## src/rtl/fetch_sequencer.sv

```systemverilog
// fetch_sequencer: instruction-fetch control FSM. It owns the program counter and
// sequences PC+4 fetch, branch redirects with a fixed IF/ID flush window, hazard
// stalls and halt/resume. It also keeps saturating stall and flush counters.
module fetch_sequencer #(
   parameter int FLUSH_CYCLES = 2,
   parameter int CNT_W        = 16
) (
   input  logic              clk,
   input  logic              rst,
   input  logic              start,
   input  logic              hazard_stall,
   input  logic              br_taken,
   input  logic [31:0]       br_addr,
   input  logic              halt_req,
   output logic [31:0]       pc,
   output logic              ifid_en,
   output logic              if_flush,
   output logic              halted,
   output logic [1:0]        state,
   output logic [CNT_W-1:0]  stall_count,
   output logic [CNT_W-1:0]  flush_count
);

   localparam int FW = $clog2(FLUSH_CYCLES) + 1;

   typedef enum logic [1:0] {
      IDLE  = 2'd0,
      RUN   = 2'd1,
      FLUSH = 2'd2,
      HALT  = 2'd3
   } state_t;

   state_t            state_q, state_d;
   logic [31:0]       pc_q, pc_d;
   logic [FW-1:0]     fcnt_q, fcnt_d;
   logic [CNT_W-1:0]  stall_q, stall_d;
   logic [CNT_W-1:0]  flush_q, flush_d;
   logic              stall_inc;

   // State, pc, flush window and counters; synchronous active-low reset wins over everything
   always_ff @(posedge clk) begin
      if (!rst) begin
         state_q <= IDLE;
         pc_q    <= '0;
         fcnt_q  <= '0;
         stall_q <= '0;
         flush_q <= '0;
      end else begin
         state_q <= state_d;
         pc_q    <= pc_d;
         fcnt_q  <= fcnt_d;
         stall_q <= stall_d;
         flush_q <= flush_d;
      end
   end

   // Next-state and flush-window countdown; RUN priority is branch > halt > stall
   always_comb begin
      state_d = state_q;
      fcnt_d  = fcnt_q;
      case (state_q)
         IDLE: if (start) state_d = RUN;
         RUN: begin
            if (br_taken) begin
               if (FLUSH_CYCLES > 1) begin
                  state_d = FLUSH;
                  fcnt_d  = FW'(FLUSH_CYCLES - 1);
               end
            end else if (halt_req) begin
               state_d = HALT;
            end
         end
         FLUSH: begin
            // wrong-path cycles: branch, stall and halt requests are not looked at
            fcnt_d = fcnt_q - 1'b1;
            if (fcnt_q == FW'(1)) state_d = RUN;
         end
         HALT: if (start) state_d = RUN;
         default: state_d = IDLE;
      endcase
   end

   // IF/ID controls and next pc, combinational from state and inputs
   always_comb begin
      ifid_en   = 1'b0;
      if_flush  = 1'b0;
      halted    = 1'b0;
      stall_inc = 1'b0;
      pc_d      = pc_q;
      case (state_q)
         RUN: begin
            if (br_taken) begin
               ifid_en  = 1'b1;
               if_flush = 1'b1;
               pc_d     = br_addr & 32'hFFFF_FFFC;
            end else if (halt_req) begin
               // one NOP enters IF/ID, the fetch address is held for resume
               ifid_en  = 1'b1;
               if_flush = 1'b1;
            end else if (hazard_stall) begin
               stall_inc = 1'b1;
            end else begin
               ifid_en = 1'b1;
               pc_d    = pc_q + 32'd4;
            end
         end
         FLUSH: begin
            ifid_en  = 1'b1;
            if_flush = 1'b1;
            pc_d     = pc_q + 32'd4;
         end
         HALT:    halted = 1'b1;
         default: ;
      endcase
   end

   // Saturating counters: every applied stall and every flushed IF/ID load
   always_comb begin
      stall_d = stall_q;
      flush_d = flush_q;
      if (stall_inc && (stall_q != {CNT_W{1'b1}})) stall_d = stall_q + 1'b1;
      if (if_flush  && (flush_q != {CNT_W{1'b1}})) flush_d = flush_q + 1'b1;
   end

   assign pc          = pc_q;
   assign state       = state_q;
   assign stall_count = stall_q;
   assign flush_count = flush_q;

endmodule

```

## config.mk

```make
export PLATFORM = sky130hd
export DESIGN_NAME = fetch_sequencer
export DESIGN_NICKNAME = d
export VERILOG_FILES = /design/src/rtl/fetch_sequencer.sv
export SDC_FILE = /design/constraint.sdc
export NUM_CORES = 1
export LEC_CHECK = 0
export BUFFER_PORTS_ARGS = -buffer_cell sky130_fd_sc_hd__buf_2
export CAP_MARGIN = 0
export CELL_PAD_IN_SITES_DETAIL_PLACEMENT = 0
export CELL_PAD_IN_SITES_GLOBAL_PLACEMENT = 2
export CORE_ASPECT_RATIO = 0.75
export CORE_MARGIN = 2
export CORE_UTILIZATION = 27
export CTS_CLUSTER_DIAMETER = 120
export DETAILED_ROUTE_END_ITERATION = 16
export GPL_TIMING_DRIVEN = 0
export PLACE_DENSITY = 0.77
export SYNTH_ARGS = -nofsm -noshare
export SYNTH_HDL_FRONTEND = slang
export SYNTH_SLANG_ARGS = --single-unit
```

## constraint.sdc

```tcl
create_clock -name clk -period 1.9 [get_ports clk]
set_input_delay 0.285 -clock clk [delete_from_list [all_inputs] [get_ports clk]]
set_output_delay 0.285 -clock clk [all_outputs]
set_load 0.01 [all_outputs]
```

Yosys cells after proc, flatten, opt, wreduce, memory -nomap -nowiden
Index checks and enable logic that the tools add are counted.
{"block": "totals", "reg_bits": 68, "in_bits": 38, "out_inout_bits": 69, "elab_cells": 52}
{"block": "op_classes", "add_sub_neg": 4, "n_eq_ne": 12, "muxes": 23, "n_reduce_logical": 8}
{"op": "32-bit two-way mux", "n": 3}
{"op": "32-bit one-hot mux with 2 select lines", "n": 1}
{"op": "16-bit by 1-bit adder with 16-bit output (second input constant)", "n": 2}
{"op": "32-bit by 3-bit adder with 32-bit output (second input constant)", "n": 1}
{"op": "16-bit != test (second input constant)", "n": 2}
{"op": "1-bit two-way mux", "n": 10}
{"op": "2-bit two-way mux", "n": 5}
{"op": "3-bit != test (second input constant)", "n": 3}
{"op": "2-bit one-hot mux with 3 select lines", "n": 1}
{"op": "3-bit AND reduction", "n": 2}
{"op": "2-bit by 1-bit == test with 1-bit output (second input constant)", "n": 2}
{"op": "2-bit == test (second input constant)", "n": 2}
{"op": "2-bit != test (second input constant)", "n": 2}
{"op": "1-bit one-hot mux with 2 select lines", "n": 2}
{"op": "2-bit one-hot mux with 2 select lines", "n": 1}
{"op": "1-bit logical AND", "n": 2}
{"op": "2-bit zero test", "n": 1}
{"op": "2-bit by 1-bit != test with 1-bit output (second input constant)", "n": 1}
{"op": "2-bit AND reduction", "n": 1}
{"op": "2-bit nonzero test", "n": 1}
{"op": "2-bit OR reduction", "n": 1}
{"op": "2-bit by 1-bit subtractor with 2-bit output (second input constant)", "n": 1}

Logic depth before layout (Yosys ltp)
Gate-level depths: netlist (run 1).
{"block": "depth", "ltp_word": 5, "depth_mapped": 10, "ltp_nobuf": 7}

Least setup slack after synthesis (run 1)
No wires, ideal clock.
{"block": "synth_path", "path_type": "register to register", "start": "reg state_q[1], in the netlist state[1]", "end": "reg pc_q[31], in the netlist pc[31]", "setup_time_ns": 0.062, "t_arrival_ns": 1.851, "required_time_ns": 1.838, "setup_slack_ns": -0.014, "stages_incl_launch_ff": 8, "n_path_buf": 0, "period_less_slack_ns": 1.914, "cell_sequence": "dfxtp_1 > inv_1 > ha_1 > and2b_2 > mux2i_1 > nand2b_1 > or4_1 > nand3_1"}
{"block": "synth_between", "elab_chain_cells": 3, "elab_cells_between_ends": 7, "classes_between": "eq/ne (4); mux (1); reduce/logical (2)"}
{"element": "start: declaration", "line": "33", "rtl": "state_t state_q, state_d;"}
{"element": "start signal: assignment", "line": "49", "rtl": "state_q <= state_d;"}
{"element": "2-bit by 1-bit == test with 1-bit output / 2-bit == test (equally long branches)", "line": "90", "rtl": "case (state_q)"}
{"element": "3-bit != test (no source line) / 2-bit nonzero test (equally long branches)"}
{"element": "3-bit AND reduction (no source line)"}
{"element": "end signal: assignment", "line": "50", "rtl": "pc_q <= pc_d;"}
{"element": "end: declaration", "line": "34", "rtl": "logic [31:0] pc_q, pc_d;"}
Several ways; a longest one is shown, not always the timed one.
A chain may end at the register's enable or synchronous reset.

Worst setup path in the final report (run 1)
{"block": "layout_path", "start": "reg pc_q[7], in the netlist pc[7]", "end": "reg pc_q[30], in the netlist pc[30]"}
{"block": "layout_between", "elab_chain_cells": 5}
{"element": "32-bit by 3-bit adder with 32-bit output *", "line": "104, 110"}
{"element": "32-bit two-way mux", "line": "100", "rtl": "end else if (hazard_stall) begin"}
{"element": "32-bit two-way mux", "line": "96", "rtl": "end else if (halt_req) begin"}
{"element": "32-bit two-way mux", "line": "92", "rtl": "if (br_taken) begin"}
{"element": "32-bit one-hot mux with 2 select lines *", "line": "90"}
Mark *: on every way between the ends. The rest lies on a longest branch, timed or not. The select of a mux whose other input is x is not followed.

==> impl_metrics.toml, run 1 <==
[outcome]
outcome = "finished, final reports clean"

[cells_and_area]
finalNetCount = 696
nFillCells = 1534
drive_gt1_share_pct = 35.7
fin_cells = 855
diodes = 0
ff_latch_area_um2 = 1360
syn_to_final_growth_pct = 41.5
multiInputGateArea_um2 = 2670

[setup_path]
critPathCaptureType = "register"
cp-start-kind = "register"
arrival_ns = 2.13
path_class = "reg2reg"
crit_required_ns = 2.17
worstPathMaxFanout = 6

[grt]
antenna_found_initial = 1
grt_first_pass_wirelength_um = 23300
grt_pass1_vias = 4186
grt-ovfl-total = 0
track_usage_pct = 19.4
grt_max_degree = 12

[cts]
clk_latency_ns = 0.33
cts_hold_buf = 0
cts_buffer_depth = 2
cts_tree = "yes"
cts_buffers = 9
cts_root_buffer = "clkbuf_16"
cts.sinks = 66
path_clk_slew_ns = 0.06
h-tree-depth = 3

[sta]
slew_headroom_pct = 43.3
period_minus_slack_ns = 1.86
fmaxAchievable_ghz = 0.538
rsz0062_at_grt = "yes"
worst_pin_slew_ns = 0.850
min_period_over_period_pct = 97.9
report.final.slew_viol_count = 0
hold_viol_final = 0
skew_ns = 0.00799
finalSetupViolCount = 0

[route]
drtIter0Drc = 271
firstDrtPassIters = 5
finalWirelength_um = 15600
wl_per_cell_um = 18.2
vias_per_cell = 5.34
drc = 0
via_count = 4563
ant_nets = 0

[yosys]
synthCells = 510
yosys_warnings = 0
synth-edff-count = 0
synthFlopType = "dfxtp_1"
netlist_top_cells_area = "dfxtp_1, nand2_1, nor2_1"
synth.top_cell.area_share_pct = 33.3
synth_top_cell_by_area = "dfxtp_1"
netlist_area_um2 = 3970
seq_area_frac_synth_pct = 33.3
async_flop_share_pct = 0
synthesis.area_per_instance_um2 = 7.78
synth.distinct_cells = 70
synth_common_cells = "dfxtp_1, nand2_1, nor2_1"
ys_ff_latch = 66
yosysMostFrequentCell = "dfxtp_1"

[floorplan]
core_area_um2 = 14400
dieArea_um2 = 15700
dieHeight_um = 109
ioPinCount = 107
rows = 38
start_util_pct = 27.6
die_w_um = 144

[power_and_ir_drop]
p_leak_nw = 2.24
ir_worst_vdd_v = 0.000455
powerDensity_nw_per_um2 = 1100
p_total_mw = 6.20

[placed_design]
placedCellCount = 812
place.gp.congestion = 0.789
io_buffers = 101
place_hpwl_um = 10800

[min_path]
hp-class = "in2reg"

[run]
drv_cap = 0
## power breakdown
group          internal, mW  switching [mW]
Combinational          1.06            1.36
Clock                  1.14           0.647
Sequential             1.63           0.364
## kinds of logic after synthesis
family	count (synthesis)	synth area share [%]
AND/OR/NAND/NOR	242	32.5
AO/OA/AOI/OAI	128	21.9
flip-flops	66	33.3
buffers and inverters	45	5.11
XOR/XNOR	14	3.09
adder cells (fa/ha/maj)	7	2.21
multiplexers	7	1.80
other	1	0.0945
## per-stage QoR
step	setup TNS, ns	worst slack (ns)	util [%]	hold WS [ns]	cell area [um2]
after floorplan	0	0.00320	-	0.444	3980
after global placement	-9.91	-0.451	32.9	0.460	4730
after detailed placement	-11.62	-0.450	32.9	0.481	4730
after CTS	0	0.00581	37.2	0.207	5360
after global routing	-0.266	-0.0488	39.0	0.210	5620
final	0	0.0399	39.0	0.215	5620
## worst paths after layout
kind | from | end | slack, ns | depth (start not counted)
worst max register to register | pc[7] | pc[30] | 0.04 | 5
worst max-delay path | pc[7] | pc[30] | 0.04 | 5
worst min-delay path | br_addr[3] | pc[3] | 0.21 | 3
worst min register to register | fcnt_q[1] | fcnt_q[1] | 0.49 | 2
## repair_timing
item | 4_1_cts | 5_1_grt
pin swaps | 8 | 14
endpoints found under the hold margin | 0 | 0
gates cloned | 0 | 1
endpoints found under the setup margin | 53 | 37
gates resized for setup | 60 | 40
buffers inserted | 16 | 15
## final cells by class
class | instances | share of cell area, %
buffer | 26 | 3.50
clock buffer | 10 | 4.08
clock inverter | 5 | 1.43
inverter | 15 | 1.09
multi-input combinational | 400 | 47.5
sequential | 66 | 24.2
tap | 200 | 4.45
timing repair buffer | 133 | 13.7
## cells in the final DEF, fill, tap and decap left out, types with 7 or more instances in the layout
master | Yosys | layout
buf_2 | 9 | 104
nand2_1 | 53 | 53
nor2_1 | 50 | 50
dfxtp_1 | 66 | 47
buf_4 | 2 | 33
nand3_1 | 30 | 28
a21oi_1 | 28 | 26
o21ai_0 | 23 | 21
nand4_1 | 21 | 21
dfxtp_2 | 0 | 13
nor3_1 | 15 | 12
inv_1 | 13 | 11
and3_1 | 11 | 11
xor2_1 | 11 | 11
clkbuf_16 | 0 | 10
clkbuf_1 | 17 | 8
a22oi_1 | 8 | 8
nor4_1 | 9 | 8
o31ai_1 | 9 | 8
buf_6 | 2 | 7
nand3b_1 | 7 | 7
## routing by layer
metal,GRT usage [%],vias up,share of wire (%),wire length [um]
met2,30.5,139,45,7000
met3,4.44,20,5.7,888
met5,0,-,0,0
li1,-,2176,-,-
met4,4.55,0,1.7,262
met1,26.9,2228,48,7430
## flip-flops by register name, indices dropped and copies added, names as in the netlist
signal,count
fcnt_q,2
state,2
stall_count,16
flush_count,16
pc,30
## worst max-delay path, stage by stage (launching register included)
cell,delay (ns)
dfxtp_1,0.49
nand4_1,0.24
nor4_2,0.48
nand4_1,0.17
mux2_1,0.33
nor2_1,0.08
Note: power is estimated with default switching activity, not from simulation.
==> inputs of run 2 (changes only) <==
--- a/config.mk
+++ b/config.mk
@@ -14,7 +14,6 @@
 export CORE_UTILIZATION = 27
 export CTS_CLUSTER_DIAMETER = 120
 export DETAILED_ROUTE_END_ITERATION = 16
-export GPL_TIMING_DRIVEN = 0
 export PLACE_DENSITY = 0.77
 export SYNTH_ARGS = -nofsm -noshare
 export SYNTH_HDL_FRONTEND = slang
==> impl_metrics.toml, run 2 (synthesis gave the netlist of run 1 again) <==
[outcome]
outcome = "finished, final reports clean"

[sta]
finalSetupViolCount = 0
skew_ns = 0.00696
rsz0062_at_grt = "yes"
worst_slack_ns = 0.0709
min_period_over_period_pct = 96.3
period_minus_slack_ns = 1.83
whs_ns = 0.238
report.final.slew_viol_count = 0
hold_viol_final = 0
fmaxAchievable_ghz = 0.547

[route]
drtIter0Drc = 221
finalWirelength_um = 13600
ant_nets = 0
drc = 0
firstDrtPassIters = 6
via_count = 4468
wl_per_cell_um = 15.4
vias_per_cell = 5.07

[run]
drv_cap = 0

[setup_path]
slowest_stage = "dfxtp_4"
crit_buf_inv = 3
path_class = "reg2out"
crit_required_ns = 1.62
cp-start-kind = "register"
critical_path.top_delay_family = "flip-flops"
critPathCaptureType = "output port"
worstPathCellList = "inv_1 > ha_1 > a21oi_4 > buf_4 > buf_2"
cp_slowest_stage_delay_ns = 0.37
arrival_ns = 1.54
worstPathMaxFanout = 4

[grt]
antenna_found_initial = 1
grt-ovfl-total = 0
grt_max_degree = 27
grt-busiest-layer = "met2"
gr-usage-met2_pct = 28.0
grt_pass1_vias = 4251
track_usage_pct = 17.4
grt_first_pass_wirelength_um = 21700
grtUsageMet1_pct = 23.8
met3_usage_pct = 4.35

[cells_and_area]
finalNetCount = 721
syn_to_final_growth_pct = 42.7
drive_gt1_share_pct = 34.7
multiInputGateArea_um2 = 2590
largest_register_ffs = 30
fin_util_pct = 39.3
final_common_cell = "buf_2"
nFillCells = 1529
ff_latch_area_um2 = 1330
mostFrequentLayoutCells = "buf_2, buf_4, dfxtp_1, nand2_1, nor2_1"

[cts]
cts_root_buffer = "clkbuf_16"
cts_buffers = 9
cts.sinks = 66
h-tree-depth = 3
clk_latency_ns = 0.33
cts_buffer_depth = 2
path_clk_slew_ns = 0.05
cts_hold_buf = 0
cts_tree = "yes"

[min_path]
hp-class = "in2reg"

[floorplan]
start_util_pct = 27.6
dieHeight_um = 109
rows = 38
dieArea_um2 = 15700
die_w_um = 144
ioPinCount = 107
core_area_um2 = 14400

[placed_design]
io_buffers = 102
place.gp.congestion = 0.800
place_hpwl_um = 10100
pre_cts_ws_ns = -0.108

[power_and_ir_drop]
ir_worst_vdd_v = 0.000421
powerDensity_nw_per_um2 = 1030
p_leak_nw = 2.35
run 2: cell count changes in the layout (fill, tap and decap cells not counted), moves of 5 or more:
cell,previous run,this run
buf_4,33,76
buf_6,7,2
clkbuf_1,8,2
dfxtp_1,47,60
dfxtp_2,13,5
dfxtp_4,6,1
run 2: metal layers:
| metal | part of all wire (%) | vias up | wire [um] |
|---|---|---|---|
| met2 | 45 | 102 | 6050 |
| met5 | 0 | - | 0 |
| li1 | - | 2242 | - |
| met1 | 49 | 2114 | 6610 |
| met4 | 0.70 | 0 | 95 |
| met3 | 5.9 | 10 | 804 |
run 2: area by class of cell:
cell class | instances | area share [%]
Tap cell | 200 | 4.42
Multi-Input combinational cell | 401 | 45.7
Inverter | 15 | 0.994
Clock buffer | 13 | 4.59
Timing Repair Buffer | 183 | 20.5
Sequential cell | 66 | 23.5
Clock inverter | 2 | 0.221
Antenna cell | 1 | 0.0442
run 2: worst register-to-register path, delay by kind of cell, from the launching register on:
kind / cells / cell delay [ns]
adder cells (fa/ha/maj): 1 / 0.33
AND/OR/NAND/NOR: 1 / 0.49
buffers and inverters: 1 / 0.05
AO/OA/AOI/OAI: 3 / 0.51
flip-flops: 1 / 0.37
run 2: path summary, 6_finish.rpt:
| path | start | end | slack [ns] | depth (start not counted) |
|---|---|---|---|---|
| max | state[0] | if_flush | 0.07 | 5 |
| min | br_addr[3] | pc[3] | 0.24 | 3 |
| max reg2reg | state[0] | flush_count[5] | 0.08 | 6 |
| min reg2reg | fcnt_q[0] | fcnt_q[0] | 0.47 | 1 |
run 2: what timing repair did:
action,in CTS,in global routing
pin swaps,2,4
setup buffers,1,2
resized for setup,5,26
endpoints found under the setup margin,14,37
cloned,0,1
run 2: stage by stage:
stage / instances / TNS [ns] / power, mW / area (um2)
after floorplan: 511 / 0 / 3.08 / 3980
after global placement: 861 / -0.145 / 4.12 / 5220
after detailed placement: 861 / -0.522 / 4.16 / 5220
after CTS: 877 / 0 / 5.77 / 5520
after global routing: 880 / -0.00748 / 6.26 / 5660
final: 881 / 0 / 5.86 / 5660
run 2: where the power goes:
part	internal, mW	switching [mW]	total (mW)
registers	1.60	0.221	1.82
logic	1.13	1.36	2.49
clock network	0.946	0.602	1.55
total	3.68	2.18	5.86
==> inputs of run 3 (changes only) <==
--- a/config.mk
+++ b/config.mk
@@ -9,7 +9,7 @@
 export CAP_MARGIN = 0
 export CELL_PAD_IN_SITES_DETAIL_PLACEMENT = 0
 export CELL_PAD_IN_SITES_GLOBAL_PLACEMENT = 2
-export CORE_ASPECT_RATIO = 0.75
+export CORE_ASPECT_RATIO = 2
 export CORE_MARGIN = 2
 export CORE_UTILIZATION = 27
 export CTS_CLUSTER_DIAMETER = 120
==> impl_metrics.toml, run 3 (synthesis gave the netlist of run 1 again) <==
[floorplan]
dieHeight_um = 175
dieArea_um2 = 15700
rows = 62
core_area_um2 = 14400
die_w_um = 89.7
ioPinCount = 107
start_util_pct = 27.7

[cells_and_area]
final_common_cell = "buf_2"
syn_to_final_growth_pct = 42.8
largest_register_ffs = 30
diodes = 0
finalNetCount = 718
nFillCells = 1527
drive_gt1_share_pct = 34.8
mostFrequentLayoutCells = "buf_2, buf_4, dfxtp_1, nand2_1, nor2_1"

[min_path]
worst_hold_path.num_cells = 3
hp-class = "in2reg"

[setup_path]
r2r_cells = 9
arrival_ns = 1.53
cp-start-kind = "register"
slowest_stage = "dfxtp_4"
path_class = "reg2out"
critical_path.top_delay_family = "buffers and inverters"
worstPathMaxFanout = 5
critPathCaptureType = "output port"
worstPathCellList = "inv_2 > ha_4 > o21ai_2 > a21oi_4 > buf_4 > buf_4 > buf_2"
path_common_cell = "buf_4"
path_depth = 7
crit_buf_inv = 4
regToRegSetupSlack_ns = 0.10
crit_required_ns = 1.62
cp_slowest_stage_delay_ns = 0.36

[route]
vias_per_cell = 5.16
finalWirelength_um = 14300
drtIter0Drc = 164
via_count = 4488
firstDrtPassIters = 4
ant_nets = 0
wl_per_cell_um = 16.4
drc = 0

[power_and_ir_drop]
p_total_mw = 6.12
powerDensity_nw_per_um2 = 1080
ir_worst_vdd_v = 0.000419
internal-power_mw = 3.87
p_clk_share_pct = 29.4
p_leak_nw = 2.36
switching_share_pct = 36.8
p_seq_share_pct = 29.7
p_sw_mw = 2.25
p_comb_share_pct = 40.8

[sta]
finalSetupViolCount = 0
skew_ns = 0.00577
report.final.slew_viol_count = 0
rsz0062_at_grt = "no"
fmaxAchievable_ghz = 0.550
min_period_over_period_pct = 95.8
hold_viol_final = 0
finalSetupTns_ns = 0
whs_ns = 0.220
period_minus_slack_ns = 1.82

[grt]
grt_first_pass_wirelength_um = 23500
antenna_found_initial = 0
track_usage_pct = 18.2
grt-ovfl-total = 0
grt_pass1_vias = 4611
grt_max_degree = 34

[cts]
path_clk_slew_ns = 0.06
cts_buffer_depth = 2
cts_root_buffer = "clkbuf_16"
cts_buffers = 9
cts_hold_buf = 0
cts.sinks = 66
clk_latency_ns = 0.33
h-tree-depth = 3
cts_tree = "yes"

[placed_design]
place_hpwl_um = 10800
io_buffers = 102
place.gp.congestion = 0.845

[run]
drv_cap = 0

[outcome]
outcome = "finished, final reports clean"
## run 3: cell types whose count changed in the layout (fill, tap and decap cells not counted), sizes merged
cell | previous run | this run
diode | 1 | 0
bufinv | 0 | 2
clkinvlp | 1 | 2
clkinv | 1 | 3
clkbuf | 13 | 9
buf | 183 | 181
o31ai | 11 | 10
## run 3: repair_timing
item                       4_1_cts  5_1_grt
pin swaps                        3        8
cloned                           0        0
gates resized for setup          5       25
setup endpoints to repair       14       33
setup buffers                    2        4
## run 3: power groups by stage
stage	sequential [mW]	clock, mW	combinational [mW]
after floorplan	1.94	0	1.14
after global placement	1.82	0	2.26
after detailed placement	1.83	0	2.30
after CTS	1.80	1.86	2.42
after global routing	1.85	1.92	2.76
final	1.82	1.80	2.50
## run 3: final timing paths
| kind | to | from |
|---|---|---|
| worst min-delay path | pc[3] | br_addr[3] |
| worst max-delay path | if_flush | state[1] |
| worst min register to register | fcnt_q[0] | fcnt_q[0] |
| worst max register to register | pc[2] | state[1] |
## run 3: area by class of cell
class | count | area, um2 | share of cell area (%)
well taps | 192 | 240 | 4.24
multi-input cells | 400 | 2560 | 45.2
flip-flops and latches | 66 | 1330 | 23.5
inverters | 15 | 56.3 | 0.993
clock inverters | 7 | 93.8 | 1.66
clock buffers | 9 | 225 | 3.97
repair buffers | 181 | 1160 | 20.5
## run 3: through the flow
| stage | setup slack (ns) | util [%] | instances | instance area (um2) |
|---|---|---|---|---|
| 2_1_floorplan | 0.00320 | - | 511 | 3980 |
| 5_1_grt | 0.00535 | 39.5 | 870 | 5670 |
| 3_5_place_dp | -0.151 | 36.0 | 848 | 5170 |
| 6_report | 0.0807 | 39.5 | 870 | 5670 |
| 4_1_cts | 0.00810 | 38.7 | 866 | 5550 |
| 3_3_place_gp | -0.102 | 36.0 | 848 | 5170 |
## run 3: worst register-to-register path, cell delays in order, from the launching register on
cell	delay (ns)
dfxtp_4	0.37
inv_2	0.05
ha_4	0.17
buf_4	0.15
nand2b_1	0.09
o22ai_1	0.10
buf_6	0.18
buf_12	0.16
or3_1	0.31
a31oi_1	0.16
## run 3: metal layers
layer / global-route usage, % / wire length (um) / share of wire [%] / vias to the layer above
li1: - / - / - / 2209
met1: 19.4 / 5480 / 38 / 2128
met2: 34.6 / 7750 / 54 / 121
met3: 3.65 / 613 / 4.3 / 30
met4: 7.56 / 419 / 2.9 / 0
met5: 0 / 0 / 0 / -
